==> src/rtl/pipe_ctrl_pkg.sv <==
// Shared state encoding and default sizing for the pipeline sequencing controller.
package pipe_ctrl_pkg;

  typedef enum logic [1:0] {
    ST_RUN   = 2'd0,
    ST_LDUSE = 2'd1,
    ST_MWAIT = 2'd2,
    ST_HALT  = 2'd3
  } state_e;

  localparam int unsigned REG_BITS_DEF = 3;
  localparam int unsigned CNT_W_DEF    = 16;
  localparam int unsigned MAX_WAIT_DEF = 15;
  localparam int unsigned WAIT_W       = 8;

endpackage

==> src/rtl/sat_counter.sv <==
// Up-counter that sticks at all-ones; clr gives a synchronous return to zero.
module sat_counter #(
  parameter int unsigned W = 8
) (
  input  logic         clk,
  input  logic         rst,
  input  logic         clr,
  input  logic         inc,
  output logic [W-1:0] q
);

  logic [W-1:0] q_q;

  always_ff @(posedge clk or posedge rst) begin
    if (rst) begin
      q_q <= '0;
    end else if (clr) begin
      q_q <= '0;
    end else if (inc && (q_q != '1)) begin
      q_q <= q_q + 1'b1;
    end
  end

  assign q = q_q;

endmodule

==> src/rtl/pipe_ctrl.sv <==
// Pipeline sequencing controller: stage enables, flush/bubble, hazard and
// memory-wait handling, halt, stall statistics and data-memory watchdog.
module pipe_ctrl
  import pipe_ctrl_pkg::*;
#(
  parameter int unsigned REG_BITS = REG_BITS_DEF,
  parameter int unsigned CNT_W    = CNT_W_DEF,
  parameter int unsigned MAX_WAIT = MAX_WAIT_DEF
) (
  input  logic                clk,
  input  logic                rst,
  input  logic [REG_BITS-1:0] s0_rs,
  input  logic [REG_BITS-1:0] s0_rt,
  input  logic                s0_uses_rs,
  input  logic                s0_uses_rt,
  input  logic [REG_BITS-1:0] s1_rd,
  input  logic                s1_memrd,
  input  logic                br_taken,
  input  logic                imem_busy,
  input  logic                dmem_busy,
  input  logic                halt_s3,
  output logic                pc_we,
  output logic                s0_we,
  output logic                s0_flush,
  output logic                s1_we,
  output logic                s1_bubble,
  output logic                s2_we,
  output logic                s3_we,
  output logic                halted,
  output logic                err,
  output logic [CNT_W-1:0]    stall_cnt
);

  state_e            state_q, state_d;
  logic              err_q, err_d;
  logic [WAIT_W-1:0] wait_cnt;
  logic              hazard;
  logic              wd_fire;
  logic              stall_inc;
  logic              wait_inc;
  logic              wait_clr;

  assign hazard = s1_memrd && (state_q != ST_LDUSE) &&
                  ((s0_uses_rs && (s0_rs == s1_rd)) ||
                   (s0_uses_rt && (s0_rt == s1_rd)));

  assign wd_fire = (({1'b0, wait_cnt} + 9'd1) == 9'(MAX_WAIT));

  always_comb begin
    pc_we     = 1'b1;
    s0_we     = 1'b1;
    s0_flush  = 1'b0;
    s1_we     = 1'b1;
    s1_bubble = 1'b0;
    s2_we     = 1'b1;
    s3_we     = 1'b1;
    state_d   = ST_RUN;
    err_d     = err_q;
    // rst gates the enables combinationally so they drop with the async reset
    if (rst) begin
      pc_we = 1'b0; s0_we = 1'b0; s1_we = 1'b0; s2_we = 1'b0; s3_we = 1'b0;
      state_d = state_q;
    end else if (state_q == ST_HALT) begin
      pc_we = 1'b0; s0_we = 1'b0; s1_we = 1'b0; s2_we = 1'b0; s3_we = 1'b0;
      state_d = ST_HALT;
    end else if (halt_s3) begin
      pc_we = 1'b0; s0_we = 1'b0; s1_we = 1'b0; s2_we = 1'b0;
      state_d = ST_HALT;
    end else if (dmem_busy) begin
      pc_we = 1'b0; s0_we = 1'b0; s1_we = 1'b0; s2_we = 1'b0; s3_we = 1'b0;
      state_d = ST_MWAIT;
      if (wd_fire) begin
        state_d = ST_HALT;
        err_d   = 1'b1;
      end
    end else if (br_taken) begin
      s0_flush = 1'b1;
    end else if (imem_busy) begin
      pc_we    = 1'b0;
      s0_flush = 1'b1;
    end else if (hazard) begin
      pc_we     = 1'b0;
      s0_we     = 1'b0;
      s1_bubble = 1'b1;
      state_d   = ST_LDUSE;
    end
  end

  always_ff @(posedge clk or posedge rst) begin
    if (rst) begin
      state_q <= ST_RUN;
      err_q   <= 1'b0;
    end else begin
      state_q <= state_d;
      err_q   <= err_d;
    end
  end

  assign halted    = (state_q == ST_HALT);
  assign err       = err_q;
  assign stall_inc = !pc_we && (state_q != ST_HALT);
  assign wait_inc  = dmem_busy && (state_q != ST_HALT);
  assign wait_clr  = !dmem_busy;

  sat_counter #(.W(CNT_W)) u_stall_cnt (
    .clk (clk),
    .rst (rst),
    .clr (1'b0),
    .inc (stall_inc),
    .q   (stall_cnt)
  );

  sat_counter #(.W(WAIT_W)) u_wait_cnt (
    .clk (clk),
    .rst (rst),
    .clr (wait_clr),
    .inc (wait_inc),
    .q   (wait_cnt)
  );

endmodule

==> config.mk <==
export PLATFORM = sky130hd
export DESIGN_NAME = pipe_ctrl
export DESIGN_NICKNAME = d
export VERILOG_FILES = /design/src/rtl/pipe_ctrl_pkg.sv /design/src/rtl/sat_counter.sv /design/src/rtl/pipe_ctrl.sv
export SDC_FILE = /design/constraint.sdc
export NUM_CORES = 1
export LEC_CHECK = 0
export CAP_MARGIN = 20
export CORE_AREA = 3 3 74 59
export DETAILED_ROUTE_END_ITERATION = 7
export DIE_AREA = 0 0 77 62
export PLACE_DENSITY = 0.76
export SLEW_MARGIN = 20
export SYNTH_ARGS = -nofsm -noshare
export SYNTH_HDL_FRONTEND = slang
export SYNTH_HIERARCHICAL = 1
export SYNTH_SLANG_ARGS = --single-unit
==> constraint.sdc <==
create_clock -name clk -period 2.7 [get_ports clk]
set_clock_uncertainty 0.05 [all_clocks]
set_input_delay 0.54 -clock clk [delete_from_list [all_inputs] [get_ports clk]]
set_output_delay 0.54 -clock clk [all_outputs]
set_load 0.005 [all_outputs]
# [Word level (Yosys, flattened, before mapping)]
# Cells that the tools add are included.
# Widths: inputs -> output; s select.
[op_classes] add_sub_neg=3 n_eq_ne=9 bitwise_logic=3 mux=42 n_reduce_logical=11
[op_table] op="$mux 1" count=37
[op_table] op="$add 16x1->16 const B" count=1
[op_table] op="$mux 8" count=2
[op_table] op="$ne 16x16->1 const B" count=1
[op_table] op="$add 8x1->9 const B" count=1
[op_table] op="$eq 9x4->1 const B" count=1
[op_table] op="$add 8x1->8 const B" count=1
[op_table] op="$logic_and 1x1->1" count=8
[op_table] op="$ne 8x8->1 const B" count=1
[op_table] op="$eq 3x3->1" count=2
[op_table] op="$mux 2" count=3
[op_table] op="$reduce_and 5->1" count=1
[op_table] op="$ne 2x1->1 const B" count=2
[op_table] op="$not 1->1" count=3
[op_table] op="$eq 2x2->1 const B" count=1
[op_table] op="$ne 2x2->1 const B" count=1
[op_table] op="$logic_not 1->1" count=1
[op_table] op="$logic_or 1x1->1" count=1
[totals] out_inout_bits=25 ff_bits=27 elab_cells=72 inputBits=18

# [Longest topological paths before layout]
# Gate-level depths: netlist of the first run.
[logic_depth] word_depth=14 depth_mapped=10

# [Modules after synthesis]
# The synthesis of the first run kept the hierarchy.
[modules_own_cells] module="sat_counter (u_stall_cnt)" cells_each=101 area_each_um2=932.1 seq_area_each_um2=400.4 instances=1
[modules_own_cells] module="sat_counter (u_wait_cnt)" cells_each=49 area_each_um2=504.2 seq_area_each_um2=200.2 instances=1
[modules_own_cells] module="pipe_ctrl" cells_each=44 area_each_um2=330.3 seq_area_each_um2=75.1 instances=1

# [Least setup slack after synthesis of the first run]
# No wires, ideal clock.
[synth_timing] kind="input to register" startpoint="input s1_rd[0]" endpoint="register u_stall_cnt.q_q[13], in the netlist u_stall_cnt/q[13]" path_buffers=1 path_stages=9 required_time_ns=2.573 arrival_time_ns=2.528 slack_ns=0.045 path_cell_list="xnor2_1 > nand4_1 > a211oi_1 > o31a_1 > clkbuf_2 > nand3_1 > or4_4 > or4_1 > a21oi_1"
[synth_between] elab_chain_cells=14 word_cells_on_any_way=16 cone_classes="eq/ne (2); mux (7); reduce/logical (7)"
[synth_rtl] item="start, declared" line="pipe_ctrl.sv:16" rtl="input logic [REG_BITS-1:0] s1_rd,"
[synth_rtl] item="$eq 3x3->1, on equally long branches" line="pipe_ctrl.sv:44, pipe_ctrl.sv:45"
[synth_rtl] item="$logic_and 1x1->1, on equally long branches" line="pipe_ctrl.sv:44, pipe_ctrl.sv:45"
[synth_rtl] item="$logic_or 1x1->1 (*)" line="pipe_ctrl.sv:44" rtl="((s0_uses_rs && (s0_rs == s1_rd)) ||"
[synth_rtl] item="$logic_and 1x1->1 (*)" line="pipe_ctrl.sv:43" rtl="assign hazard = s1_memrd && (state_q != ST_LDUSE) &&"
[synth_rtl] item="$mux 1 (*)" line="pipe_ctrl.sv:81" rtl="end else if (hazard) begin"
[synth_rtl] item="$mux 1 (*)" line="pipe_ctrl.sv:78" rtl="end else if (imem_busy) begin"
[synth_rtl] item="$mux 1 (*)" line="pipe_ctrl.sv:76" rtl="end else if (br_taken) begin"
[synth_rtl] item="$mux 1 (*)" line="pipe_ctrl.sv:69" rtl="end else if (dmem_busy) begin"
[synth_rtl] item="$mux 1 (*)" line="pipe_ctrl.sv:66" rtl="end else if (halt_s3) begin"
[synth_rtl] item="$mux 1 (*)" line="pipe_ctrl.sv:63" rtl="end else if (state_q == ST_HALT) begin"
[synth_rtl] item="$mux 1 (*)" line="pipe_ctrl.sv:60" rtl="if (rst) begin"
[synth_rtl] item="$logic_not 1->1 (*)" line="pipe_ctrl.sv:101" rtl="assign stall_inc = !pc_we && (state_q != ST_HALT);"
[synth_rtl] item="$logic_and 1x1->1 (*)" line="pipe_ctrl.sv:101"
[synth_rtl] item="named net stall_inc" line="pipe_ctrl.sv:39" rtl="logic stall_inc;"
[synth_rtl] item="$logic_and 1x1->1 (*)" line="sat_counter.sv:19" rtl="end else if (inc && (q_q != '1)) begin"
[synth_rtl] item="end signal, assigned" line="sat_counter.sv:20" rtl="q_q <= q_q + 1'b1;"
[synth_rtl] item="end, declared" line="sat_counter.sv:12" rtl="logic [W-1:0] q_q;"
# Mark *: on every way through the listed nets, which the timed path passes. The rest lies on a longest branch.
# A chain may end at the register's enable or synchronous reset.

# [Final worst setup path of the first run]
[layout_timing] startpoint="input br_taken" endpoint="register u_stall_cnt.q_q[13], in the netlist u_stall_cnt/q[13]"
[layout_between] elab_chain_cells=8
[layout_rtl] item="start, declared" line="pipe_ctrl.sv:18" rtl="input logic br_taken,"
[layout_rtl] item="$mux 1" line="pipe_ctrl.sv:76"
[layout_rtl] item="$mux 1" line="pipe_ctrl.sv:69"
[layout_rtl] item="$mux 1" line="pipe_ctrl.sv:66"
[layout_rtl] item="$mux 1" line="pipe_ctrl.sv:63"
[layout_rtl] item="$mux 1" line="pipe_ctrl.sv:60"
[layout_rtl] item="$logic_not 1->1" line="pipe_ctrl.sv:101"
[layout_rtl] item="$logic_and 1x1->1" line="pipe_ctrl.sv:101"
[layout_rtl] item="named net stall_inc" line="pipe_ctrl.sv:39"
[layout_rtl] item="$logic_and 1x1->1" line="sat_counter.sv:19"
# The timed path passes the listed nets, and every way through them passes these cells.

==> results of run 1 <==
## metrics by stage
step                      setup slack, ns  setup TNS, ns  total power [mW]  instances  utilization [%]
final                              0.0246              0             0.705        313             68.6
after global routing              -0.0564        -0.0565             0.737        313             68.6
after CTS                          0.0225              0             0.712        307             66.5
after detailed placement           -0.401          -3.48             0.483        299             64.3
after global placement             -0.376          -3.13             0.482        299             64.3
after floorplan                    0.0448              0             0.443        194                -
## cell usage after synthesis (2+ instances only)
| library cell | instances | area, µm² |
|---|---|---|
| nor2b_1 | 8 | 50.1 |
| o21ai_0 | 6 | 30.0 |
| or3_1 | 6 | 37.5 |
| nand3_1 | 9 | 45.0 |
| mux2_2 | 2 | 22.5 |
| nand2b_1 | 3 | 18.8 |
| a21oi_1 | 17 | 85.1 |
| and4_1 | 2 | 17.5 |
| xnor2_1 | 6 | 52.6 |
| ha_1 | 2 | 25.0 |
| clkbuf_1 | 2 | 7.51 |
| or4_4 | 2 | 22.5 |
| and3_1 | 2 | 12.5 |
| nor4_1 | 4 | 25.0 |
| nand4_1 | 8 | 50.1 |
| dfrtp_1 | 27 | 676 |
| nor2_1 | 12 | 45.0 |
| nand2_1 | 12 | 45.0 |
| or4_1 | 6 | 45.0 |
| o31ai_1 | 5 | 37.5 |
| inv_1 | 11 | 41.3 |
| a21oi_2 | 2 | 17.5 |
| buf_4 | 2 | 15.0 |
| o41ai_1 | 2 | 17.5 |
| mux2i_1 | 2 | 20.0 |
| nor3_1 | 8 | 40.0 |
| mux2_4 | 4 | 60.1 |
## worst max path at each step
stage                   from                             to  slack (ns)  depth (start not counted)
floorplan           s1_rd[0]  u_stall_cnt/q[13]$_DFFE_PP0P_        0.04                          9
global route        br_taken  u_stall_cnt/q[13]$_DFFE_PP0P_       -0.06                          8
finish              br_taken  u_stall_cnt/q[13]$_DFFE_PP0P_        0.02                          8
global placement    s1_rd[2]  u_stall_cnt/q[13]$_DFFE_PP0P_       -0.38                          9
detailed placement  s1_rd[1]  u_stall_cnt/q[13]$_DFFE_PP0P_       -0.40                          9
CTS                      rst                          pc_we        0.02                          5
## power breakdown
| group | internal (mW) | leakage, nW | switching, mW | total [mW] |
|---|---|---|---|---|
| combinational | 0.0346 | 0.720 | 0.0379 | 0.0725 |
| clock | 0.106 | 0.0228 | 0.122 | 0.228 |
| sequential | 0.404 | 0.362 | 0.000220 | 0.404 |
| total | 0.544 | 1.10 | 0.160 | 0.705 |
## registers in the layout, indices dropped and copies added, names as in the netlist
name / count
u_stall_cnt/q: 16
u_wait_cnt/q: 8
err: 1
state_q: 2
## cells by family (layout without fill, tap and decap cells)
group	count (synthesis)	count (layout)	share of synthesized area (%)
flops	27	27	38.2
fa+ha+maj	2	2	1.42
compound gates	43	43	16.6
buf+inv	18	85	5.03
xor+xnor	6	6	2.97
other cells	1	1	0.212
simple gates	89	89	29.7
mux	8	8	5.81
## layer usage
metal | vias to the layer above | global-route usage [%] | share of wire [%]
met1 | 872 | 27.3 | 46
met3 | 4 | 4.18 | 6.8
met5 | - | 0 | 0
met2 | 59 | 33.6 | 47
li1 | 859 | - | -
met4 | 0 | 4.06 | 0.77
## critical path: cells and delay by family
family | cells | cell delay (ns)
AND/OR/NAND/NOR | 4 | 1.35
AO/OA/AOI/OAI | 2 | 0.33
buffers and inverters | 2 | 0.62
## placed cells by master, fill, tap and decap left out, types with 2 or more instances in the layout
cell type / synthesis / layout
dfrtp_1: 27 / 27
buf_4: 2 / 27
clkdlybuf4s50_1: 0 / 25
a21oi_1: 17 / 14
nor2_1: 12 / 12
inv_1: 11 / 11
nand2_1: 12 / 11
clkbuf_2: 1 / 9
nand4_1: 8 / 8
nand3_1: 9 / 8
nor3_1: 8 / 7
dlymetal6s2s_1: 0 / 7
nor2b_1: 8 / 7
xnor2_1: 6 / 5
a21oi_2: 2 / 5
o21ai_0: 6 / 5
or3_1: 6 / 5
nor4_1: 4 / 4
or4_4: 2 / 4
or4_1: 6 / 4
o31ai_1: 5 / 4
mux2_4: 4 / 4
clkbuf_8: 0 / 3
nand2b_1: 3 / 3
a211oi_2: 1 / 2
and3_1: 2 / 2
and4_1: 2 / 2
o41ai_1: 2 / 2
mux2_2: 2 / 2
mux2i_1: 2 / 2
ha_1: 2 / 2
## layout make-up
class,instances,area (µm²)
Multi-Input combinational cell,149,1060
Tap cell,52,65.1
Clock buffer,4,45.0
Timing Repair Buffer,70,606
Inverter,11,41.3
Sequential cell,27,676
Fill cell,290,1140
## repair_timing
action | 4_1_cts | 5_1_grt
hold buffers | 0 | 0
setup endpoints to repair | 11 | 13
pin swaps | 14 | 16
setup buffers | 4 | 6
gates resized for setup | 14 | 37
==> results.md, run 1 <==
* Placed inst area at 2340 µm²
* Die area at 4770 µm²
* Setup-failing EPs final at 0
* Crit path largest cell delay at 0.57 ns
* Max Transition Viols Final at 0
* Gpl congestion at 0.839
* TritonCTS clock tree: done
* Flops & latches, synth at 27
* Mapped cell area at 1770 µm²
* Crit path max fanout at 4
* Max Clk Rate at 0.374 GHz
* Via count at 1,794
* Worst endpoint data arrival time at 2.83 ns
* Congestion Overflow GR at 0
* Antenna-violating nets left at 0
* HP Class: input port to async pin
* Yosys cell types at 49
* Yosys warning count at 6
* R2r endpoint: u_stall_cnt/q[13]$_DFFE_PP0P_
* DRT Pass-1 Iters at 4
* Period minus WS final at 2.68 ns
* Leak at 1.10 nW
* Crit path required time at 2.86 ns
* Vias in the first global route at 1,644
* Final Hold Fails at 0
* Maximum vdd drop at 196 µV
* Reg2reg setup slack at 0.15 ns
* Worst Setup End Kind: flop
* Largest net degree at the start of global routing at 20
* Share of layout cells above drive strength 1 at 26.8%
* Starting DRC count in detailed routing at 143
* TritonCTS Buffers at 3
* Fin crit share at 99.1%
* Worst-path cell chain: clkdlybuf4s50_1 > buf_4 > nor2b_2 > o31a_1 > nand3_2 > or4_4 > or4_4 > a21oi_2
* Startpoint class of the critical path: input port
* Hold slack at 0.319 ns
* CTS root buf: clkbuf_8
* # IOs at 43
* Status: complete, no violations
* H-tree Lvls at 1
* Hpwl dp at 3240 µm
* Fraction of registers with async set/reset at 100%
* Post-synthesis sequential area ratio at 38.2%
* # clock sinks at 27
* Ys flop type: dfrtp_1
* Worst slew pin tran at 0.646 ns
* Total GRT Usage at 19.9%
* First-pass GRT wire length at 7530 µm
* Critical Path Slowest Stage Cell: or4_4
* Die H at 62 µm
* MaxCap Viol Count at 0
* Core area at 3640 µm²
* Length in cells of the worst reg-to-reg path at 10
* Clock Path Buffers at 2
* R2R Path Start: state_q[1]$_DFFE_PP0N_
* Number of synthesized flops with an enable pin at 0
* Post-route DRC at 0
* Diodes inserted at 0
* Post-route cell area at 2490 µm²
* Cell Pwr Density at 282 nW/µm²
* Gate Count Post-Synth at 194
* Initial antenna violation count at 0
* Routed WL at 4690 µm
* Syn Area/Cell at 9.11 µm²
* Post-Syn Nets at 214
* Setup CP Type: input port to flop
* Die Wd at 77 µm
* Slew headroom at 56.9%
* Synth-to-Final Area Change at 41.2%
* Row count at 19
* Vias/cell at 5.73
* Initial Util at 48.6%
* Cell mode on critical path: or4_4
* WL per Instance at 15.0 µm
* # nets final at 282
* # port buffers at 42
* Worst-Skew Late Latency at 0.27 ns
* CTS clk-pin slew, worst paths at 0.09 ns
Note: power is estimated with default switching activity, not from simulation.
==> inputs of run 2 (changes only) <==
- RECOVER_POWER: unset -> 25
- SLEW_MARGIN: 20 -> unset
==> run 2 against run 1 <==
  * Flip-flop and latch count stayed put
  * Utilization shrank 0.17 points
  * Design area down 0.25%
  * Largest cell class unchanged
  * Highest routed layer unchanged
==> results.md, run 2 (synthesized netlist as in run 1, its figures left out) <==
* Status: complete, no violations
* Core area at 3640 µm²
* Total power at 0.704 mW
* Cell mode on critical path: or4_4
* Top delay family on crit path: simple AND/OR/NAND/NOR gates
* Worst slew pin tran at 0.642 ns
* Worst setup path startpoint: br_taken
* Maximum vdd drop at 197 µV
* Final Hold Fails at 0
* Max reg flops at 16
* Worst Path Buf+Inv at 2
* CTS clk-pin slew, worst paths at 0.09 ns
* Starting DRC count in detailed routing at 146
* # nets final at 282
* Setup CP Type: input port to flop
* Final Core Density at 68.4%
* Crit path max fanout at 4
* Row count at 19
* Worst endpoint data arrival time at 2.83 ns
* # IOs at 43
* Worst-Skew Late Latency at 0.27 ns
* Hpwl dp at 3240 µm
* Synth-to-Final Area Change at 40.9%
* H-tree Lvls at 1
* Via count at 1,797
* Max Clk Rate at 0.374 GHz
* Period minus WS final at 2.67 ns
* Vias/cell at 5.74
* Crit path required time at 2.86 ns
* Gpl congestion at 0.839
* Largest net degree at the start of global routing at 20
* Die H at 62 µm
* Initial Util at 48.6%
* Vias in the first global route at 1,644
* Worst Setup End Kind: flop
* Hold slack at 0.435 ns
* Antenna-violating nets left at 0
* Max Transition Viols Final at 0
* Most frequent cells in the layout: dfrtp_1, buf_4, clkdlybuf4s50_1, a21oi_1, nor2_1
* Placed inst area at 2340 µm²
* Die area at 4770 µm²
* Congestion Overflow GR at 0
* WL per Instance at 15.0 µm
* Clock Path Buffers at 2
* Commonest non-fill, non-tap cell in the layout: dfrtp_1
* Cell Pwr Density at 283 nW/µm²
* TritonCTS Buffers at 3
* MaxCap Viol Count at 0
* R2R Path Start: state_q[1]$_DFFE_PP0N_
* # port buffers at 42
* TritonCTS clock tree: done
* Total GRT Usage at 19.9%
* Diodes inserted at 0
* Share of layout cells above drive strength 1 at 26.4%
* Fillcell total at 293
* Critical Path Slowest Stage Cell: or4_4
* Startpoint class of the critical path: input port
* First-pass GRT wire length at 7530 µm
* Post-route cell area at 2490 µm²
* Setup-failing EPs final at 0
* Beginning of the worst hold path: err$_DFFE_PP0P_
* Fin crit share at 98.9%
* Crit path largest cell delay at 0.57 ns
* # clock sinks at 27
* Worst-path cell chain: clkdlybuf4s50_1 > buf_4 > nor2b_2 > o31a_1 > nand3_2 > or4_4 > or4_4 > a21oi_2
* CTS root buf: clkbuf_8
* HP Class: flop to flop
* DRT Pass-1 Iters at 4
* Die Wd at 77 µm
* Slew headroom at 57.2%
* Initial antenna violation count at 0
* Post-route DRC at 0
* Routed WL at 4700 µm
* Leak at 1.09 nW
==> run 2: metal layers <==
layer  up-vias  part of all wire, %  GRT usage, %
met5         -                    0             0
met4         0                 0.68          4.06
met3         4                  6.3          4.18
met2        56                   47          33.6
met1       879                   46          27.3
li1        858                    -             -
==> run 2: power breakdown <==
group	switching [mW]	internal, mW
combinational	0.0378	0.0339
sequential	0.000218	0.404
clock	0.122	0.106
==> run 2: final timing paths <==
check                                                     end  slack [ns]  depth (start not counted)
worst min-delay path                          err$_DFFE_PP0P_        0.43                          2
worst max register to register  u_stall_cnt/q[13]$_DFFE_PP0P_        0.15                         10
min in group asynchronous              state_q[0]$_DFFE_PP0N_        0.49                          3
worst min register to register                err$_DFFE_PP0P_        0.43                          2
worst max-delay path            u_stall_cnt/q[13]$_DFFE_PP0P_        0.03                          8
max in group asynchronous        u_stall_cnt/q[9]$_DFFE_PP0P_        1.49                          3
==> run 2: per-stage QoR <==
step / setup slack [ns] / TNS (ns) / cells
6_report: 0.0284 / 0 / 313
5_1_grt: -0.0564 / -0.0566 / 313
4_1_cts: 0.0225 / 0 / 307
3_5_place_dp: -0.401 / -3.48 / 299
3_3_place_gp: -0.376 / -3.13 / 299
2_1_floorplan: 0.0448 / 0 / 194
==> run 2: timing repair <==
| item | in CTS | in global routing |
|---|---|---|
| hold buffers | 0 | 0 |
| gates resized for setup | 14 | 37 |
| setup buffers | 4 | 6 |
| endpoints found under the setup margin | 11 | 13 |
| pin swaps | 14 | 16 |
==> run 2: area by class of cell <==
| cell class | instances | area [µm²] | area share (%) |
|---|---|---|---|
| clock buffers | 4 | 45.0 | 1.81 |
| inverters | 11 | 41.3 | 1.66 |
| multi-input cells | 149 | 1060 | 42.7 |
| flip-flops and latches | 27 | 676 | 27.1 |
| well taps | 52 | 65.1 | 2.61 |
| repair buffers | 70 | 599 | 24.1 |
==> run 2: tightest hold or removal path: stages (launching register included) <==
cell and delay [ns]:
dfrtp_1 0.37, inv_1 0.05, o41ai_2 0.04
